### src/rtl/nes_joypad_pkg.sv
// Shared constants for the NES controller ports at $4016/$4017.
// Optional turbo buttons are enabled with the JP_TURBO_EN macro.
package nes_jp_pkg;

  localparam logic [15:0] JP_ADDR_1P   = 16'h4016;
  localparam logic [15:0] JP_ADDR_2P   = 16'h4017;

  localparam int          BTN_A        = 0;
  localparam int          BTN_B        = 1;
  localparam int          BTN_SELECT   = 2;
  localparam int          BTN_START    = 3;
  localparam int          BTN_UP       = 4;
  localparam int          BTN_DOWN     = 5;
  localparam int          BTN_LEFT     = 6;
  localparam int          BTN_RIGHT    = 7;
  localparam int          BTN_TURBO_A  = 8;
  localparam int          BTN_TURBO_B  = 9;

  localparam int          JP_NUM_PORTS = 2;
  localparam logic [2:0]  JP_OPEN_BUS  = 3'b010;

  // Upper bits mimic the open-bus value the CPU sees on a real console.
  function automatic logic [7:0] jp_rdata(input logic serial_bit);
    return {JP_OPEN_BUS, 4'b0000, serial_bit};
  endfunction

endpackage

### src/rtl/jp_port.sv
// One controller port: input synchroniser, optional turbo merge and the
// 8-bit serial shift register. Turbo merge exists only with JP_TURBO_EN.
module jp_port
  import nes_jp_pkg::*;
(
  input  logic       clk,
  input  logic       rstn,
  input  logic       strobe,
  input  logic       rd,
  input  logic [9:0] jp_vec,
  input  logic       turbo_phase,
  output logic       sbit
);

  logic [9:0] sync1_reg;
  logic [9:0] sync_reg;
  logic [7:0] load_val;
  logic [7:0] sr_reg;
  logic [7:0] sr_next;

  always_ff @(posedge clk) begin
    if (!rstn) begin
      sync1_reg <= '0;
      sync_reg  <= '0;
    end else begin
      sync1_reg <= jp_vec;
      sync_reg  <= sync1_reg;
    end
  end

  always_comb begin
    load_val = sync_reg[7:0];
`ifdef JP_TURBO_EN
    load_val[BTN_A] = sync_reg[BTN_A] | (sync_reg[BTN_TURBO_A] & turbo_phase);
    load_val[BTN_B] = sync_reg[BTN_B] | (sync_reg[BTN_TURBO_B] & turbo_phase);
`endif
  end

  // Strobe wins over shifting; ones fill in from the top after 8 reads.
  always_comb begin
    sr_next = sr_reg;
    if (strobe)
      sr_next = load_val;
    else if (rd)
      sr_next = {1'b1, sr_reg[7:1]};
  end

  always_ff @(posedge clk) begin
    if (!rstn)
      sr_reg <= '0;
    else
      sr_reg <= sr_next;
  end

  assign sbit = sr_reg[0];

endmodule

### src/rtl/nes_joypad.sv
// CPU-bus responder for NES controller ports $4016/$4017 (serial strobe/shift).
// Define JP_TURBO_EN to add the turbo A/B phase counter.
module nes_joypad
  import nes_jp_pkg::*;
#(
  parameter logic [15:0] TURBO_PERIOD = 16'd29830
) (
  input  logic        i_clk,
  input  logic        i_rstn,
  input  logic [15:0] i_bus_addr,
  input  logic        i_bus_wn,
  input  logic [7:0]  i_bus_wdata,
  output logic [7:0]  o_jpd_rdata,
  input  logic [9:0]  i_jp_vec_1p,
  input  logic [9:0]  i_jp_vec_2p
);

  logic       strobe_reg;
  logic       strobe_next;
  logic       rd_1p;
  logic       rd_2p;
  logic       turbo_phase;
  logic [9:0] jp_vec [JP_NUM_PORTS];
  logic       port_rd [JP_NUM_PORTS];
  logic       port_bit [JP_NUM_PORTS];

  assign rd_1p = (i_bus_addr == JP_ADDR_1P) && i_bus_wn;
  assign rd_2p = (i_bus_addr == JP_ADDR_2P) && i_bus_wn;

  // Ports load from the post-write strobe so a read right after the write
  // already sees the freshly latched buttons.
  always_comb begin
    strobe_next = strobe_reg;
    if ((i_bus_addr == JP_ADDR_1P) && !i_bus_wn)
      strobe_next = i_bus_wdata[0];
  end

  always_ff @(posedge i_clk) begin
    if (!i_rstn)
      strobe_reg <= 1'b0;
    else
      strobe_reg <= strobe_next;
  end

`ifdef JP_TURBO_EN
  logic [15:0] turbo_cnt_reg;
  logic        turbo_phase_reg;

  always_ff @(posedge i_clk) begin
    if (!i_rstn) begin
      turbo_cnt_reg   <= '0;
      turbo_phase_reg <= 1'b0;
    end else if (turbo_cnt_reg == TURBO_PERIOD - 16'd1) begin
      turbo_cnt_reg   <= '0;
      turbo_phase_reg <= ~turbo_phase_reg;
    end else begin
      turbo_cnt_reg   <= turbo_cnt_reg + 16'd1;
    end
  end

  assign turbo_phase = turbo_phase_reg;
`else
  assign turbo_phase = 1'b0;
`endif

  assign jp_vec[0]  = i_jp_vec_1p;
  assign jp_vec[1]  = i_jp_vec_2p;
  assign port_rd[0] = rd_1p;
  assign port_rd[1] = rd_2p;

  generate
    for (genvar gi = 0; gi < JP_NUM_PORTS; gi++) begin : g_port
      jp_port u_port (
        .clk         (i_clk),
        .rstn        (i_rstn),
        .strobe      (strobe_next),
        .rd          (port_rd[gi]),
        .jp_vec      (jp_vec[gi]),
        .turbo_phase (turbo_phase),
        .sbit        (port_bit[gi])
      );
    end
  endgenerate

  always_comb begin
    o_jpd_rdata = 8'h00;
    if (rd_1p)
      o_jpd_rdata = jp_rdata(port_bit[0]);
    else if (rd_2p)
      o_jpd_rdata = jp_rdata(port_bit[1]);
  end

endmodule

### config.mk
export PLATFORM = sky130hd
export DESIGN_NAME = nes_joypad
export DESIGN_NICKNAME = d
export VERILOG_FILES = /design/src/rtl/nes_joypad_pkg.sv /design/src/rtl/jp_port.sv /design/src/rtl/nes_joypad.sv
export SDC_FILE = /design/constraint.sdc
export NUM_CORES = 1
export LEC_CHECK = 0
export CAP_MARGIN = 20
export CORE_UTILIZATION = 50
export DETAILED_ROUTE_END_ITERATION = 8
export PLACE_DENSITY = 0.84
export SLEW_MARGIN = 20
export SYNTH_ARGS = -nofsm -noshare
export SYNTH_HDL_FRONTEND = slang
export SYNTH_SLANG_ARGS = --single-unit
### constraint.sdc
create_clock -name i_clk -period 5.1 [get_ports i_clk]
set_input_delay 1.02 -clock i_clk [delete_from_list [all_inputs] [get_ports i_clk]]
set_output_delay 1.02 -clock i_clk [all_outputs]
set_load 0.03 [all_outputs]
==> impl_metrics.py <==
metrics = {
    "worst_setup_path": {
        "worst_setup_path_end_kind": "output pin",
        "path_buf_inv": 2,
        "critical_path_cell_by_cell": "clkdlybuf4s50_1 > nor4b_1 > and4_1 > nor2b_1 > clkdlybuf4s50_1",
        "cpLargestDelayFamily": "buffers and inverters",
        "crit-reg2reg-launch": "strobe_reg",
        "critical_path_arrival_ns": 3.21,
        "worst_path_largest_cell_delay_ns": 0.68,
        "worst_path_most_repeated_cell": "sky130_fd_sc_hd__clkdlybuf4s50_1",
        "regToRegSetupSlack_ns": 3.84,
        "regToRegEndpoint": "g_port[1].u_port.sr_reg[4]",
        "cp.depth": 5,
        "worst-r2r-cell-count": 3,
        "critical_path.startpoint_type": "input pin",
        "worst_ep_required_time_ns": 4.08,
        "crit_path_max_fanout": 9,
        "critical_path.endpoint": "o_jpd_rdata[0]",
        "crit_slowest_cell": "sky130_fd_sc_hd__clkdlybuf4s50_1",
        "launch_point_of_the_critical_path": "i_bus_addr[10]",
        "setup.worst_path.class": "input pin to output pin",
    },
    "synth": {
        "synth.area.mux_share_pct": 4.26,
        "yosys_register_bits": 49,
        "yosys.cell_types.count": 32,
        "synth.cells.most_frequent": "49 x sky130_fd_sc_hd__dfxtp_1, 32 x sky130_fd_sc_hd__and2_1, 15 x sky130_fd_sc_hd__a21oi_1",
        "synth-edff-count": 0,
        "synth_top_cells_by_area": "sky130_fd_sc_hd__dfxtp_1 52%, sky130_fd_sc_hd__and2_1 11%, sky130_fd_sc_hd__a211oi_2 4.7%",
        "synth-main-ff-cell": "sky130_fd_sc_hd__dfxtp_1",
        "synth-adder-area-share_pct": 0,
        "synthesis.area_per_instance_sq_um": 10.5,
        "synth-compound-area-share_pct": 13.7,
        "post_syn_instances": 179,
        "dominant_combinational_cell_family_by_area_after_synthesis": "simple AND/OR/NAND/NOR gates",
        "netlist.top_cell.by_area": "sky130_fd_sc_hd__dfxtp_1",
        "asyncSetResetFlopFracSynth_pct": 0,
        "synth_warn": 0,
        "yosysSeqAreaShare_pct": 52.1,
        "synth_area_sq_um": 1880,
        "synth_xor_xnor_area_share_pct": 0,
        "simple_gate_area_share_of_the_yosys_netlist_pct": 23.6,
        "yosysMostFrequentCell": "sky130_fd_sc_hd__dfxtp_1",
        "synth_top_area_share_pct": 52.1,
    },
    "power_and_ir_drop": {
        "power_switching_mw": 0.150,
        "power.combinational.fraction_pct": 7.3,
        "internal_power_mw": 0.575,
        "fraction_of_power_spent_switching_nets_pct": 20.7,
        "power_density_nw_per_um2": 309,
        "irDropWorstVdd_mv": 0.281,
        "power.sequential.fraction_pct": 54.6,
        "p_clk_share_pct": 38.0,
        "design_power_total_mw": 0.726,
        "total_leakage_power_nw": 0.849,
    },
    "sta": {
        "hold_viol": 0,
        "finClkSkew_ns": 0.00424,
        "fmax_ghz": 0.237,
        "setup_tns_ns": 0,
        "relSlewSlack_pct": 49.8,
        "worstMarginPinSlew_ns": 0.751,
        "final.min_clock_period_ns": 4.23,
        "setup_viol": 0,
        "finalMaxSlewViolations": 0,
        "rsz0062_at_grt": "no",
        "final_min_period_over_clock_period_pct": 82.9,
    },
    "cts": {
        "cts_root_buf": "sky130_fd_sc_hd__clkbuf_8",
        "clock-sinks": 49,
        "max-clock-path-buffers": 2,
        "cts.repair.resized": 0,
        "clkSlewWorstSetupHoldPaths_ns": 0.09,
        "cts.htree.levels": 2,
        "cts_tree": "done",
        "cts_made_buffers": 5,
        "worst_skew_pair.late_latency_ns": 0.30,
        "holdBufCountCts": 0,
        "cts_setup_buffers": 0,
    },
    "floorplan": {
        "fp.coreArea_sq_um": 3470,
        "design.die.area_sq_um": 4010,
        "num_io_pins": 55,
        "chipHeight_um": 63.4,
        "die_width_um": 63.4,
        "start_util_pct": 54.3,
        "std_cell_rows": 21,
    },
    "finish": {
        "flow.area_growth_from_synthesis_pct": 24.6,
        "final_core_util_pct": 67.6,
        "design.final.nets": 258,
        "num_antenna_cells": 0,
        "final_layout_size_suffix_gt1_share_pct": 10.8,
    },
    "routing": {
        "route.antenna.remaining_nets": 0,
        "num_vias": 1341,
        "detailedRoute.firstIterationViolations": 44,
        "detail_route.wirelength_um": 3010,
        "drt-vias-per-instance": 5.20,
        "drc": 0,
        "routed_wire_length_per_instance_um": 11.7,
        "first_pass_iters": 4,
    },
    "grt": {
        "grt_max_degree": 36,
        "gr-usage-all-layers_pct": 16.4,
        "grt_pass1_wl_um": 5170,
        "globalRouteOverflowTotal": 0,
        "first_global_vias": 1247,
        "antenna_violations_before_repair": 0,
    },
    "min_path": {
        "hold_path_class": "flip-flop to flip-flop",
    },
    "run_status": {
        "run_status": "finished clean",
    },
    "run": {
        "max-cap-violations": 0,
    },
    "placement": {
        "globalplace.congestion": 0.855,
        "place.detailed.hpwl_um": 2150,
        "numPortBuffers": 37,
    },
}
[power groups by stage]
stage	Clock, mW	Combinational [mW]	Sequential, mW
6_report	0.276	0.0532	0.397
5_1_grt	0.302	0.0581	0.398
4_1_cts	0.283	0.0535	0.397
3_5_place_dp	0	0.0534	0.406
3_3_place_gp	0	0.0519	0.405
2_1_floorplan	0	0.0254	0.405
[worst min-delay path, delay by kind of cell, from the launching register on]
family	cells	cell delay (ns)
flip-flops	1	0.31
AND/OR/NAND/NOR	1	0.05
AO/OA/AOI/OAI	1	0.05
[through the flow]
step / hold WS (ns) / worst slack, ns / instances / area [sq um]
finish: 0.435 / 0.872 / 258 / 2340
global route: 0.449 / 0.753 / 258 / 2340
CTS: 0.437 / 0.882 / 258 / 2340
detailed placement: 0.418 / 0.900 / 250 / 2220
global placement: 0.418 / 0.993 / 250 / 2220
floorplan: 0.412 / 1.57 / 184 / 1900
[worst min-delay path by stage]
stage | depth (start not counted) | end | slack [ns] | start
after CTS | 2 | g_port[0].u_port.sr_reg[7] | 0.44 | g_port[0].u_port.sync_reg[7]
after global routing | 1 | g_port[1].u_port.sync_reg[6] | 0.45 | g_port[1].u_port.sync1_reg[6]
after detailed placement | 1 | g_port[0].u_port.sync_reg[2] | 0.42 | g_port[0].u_port.sync1_reg[2]
after floorplan | 1 | g_port[1].u_port.sync_reg[0] | 0.41 | g_port[1].u_port.sync1_reg[0]
final | 2 | g_port[0].u_port.sr_reg[7] | 0.43 | g_port[0].u_port.sync_reg[7]
after global placement | 1 | g_port[0].u_port.sync_reg[5] | 0.42 | g_port[0].u_port.sync1_reg[5]
[routing by layer]
| metal | track usage [%] | part of all wire (%) | routed length, um |
|---|---|---|---|
| met3 | 7.79 | 10 | 311 |
| met5 | 0 | 0 | 0 |
| met2 | 26.2 | 47 | 1410 |
| met1 | 18.6 | 42 | 1260 |
| met4 | 7.10 | 0.57 | 17 |
[layout make-up]
| cell class | count | area [sq um] |
|---|---|---|
| Clock buffer | 5 | 68.8 |
| Clock inverter | 3 | 47.5 |
| Fill cell | 288 | 1120 |
| Inverter | 3 | 11.3 |
| Multi-Input combinational cell | 115 | 808 |
| Sequential cell | 49 | 981 |
| Tap cell | 46 | 57.6 |
| Timing Repair Buffer | 37 | 370 |
[cells in the final DEF, fill, tap and decap left out, types with 3 or more instances in the layout]
| cell | count |
|---|---|
| sky130_fd_sc_hd__dfxtp_1 | 49 |
| sky130_fd_sc_hd__clkdlybuf4s50_1 | 37 |
| sky130_fd_sc_hd__and2_1 | 32 |
| sky130_fd_sc_hd__a21oi_1 | 15 |
| sky130_fd_sc_hd__nand2_1 | 9 |
| sky130_fd_sc_hd__mux2i_1 | 8 |
| sky130_fd_sc_hd__nand3_1 | 8 |
| sky130_fd_sc_hd__a211oi_2 | 7 |
| sky130_fd_sc_hd__a311oi_1 | 7 |
| sky130_fd_sc_hd__conb_1 | 6 |
| sky130_fd_sc_hd__clkbuf_8 | 5 |
| sky130_fd_sc_hd__inv_1 | 3 |
[kinds of logic (layout without fill, tap and decap cells)]
kind of cell	Yosys count	after routing
AOI/OAI and AO/OA	33	33
buffers and inverters	20	48
DFF	49	49
muxes	8	8
other	1	6
and+or+nand+nor	68	68
(Power assumes the default switching activity.)
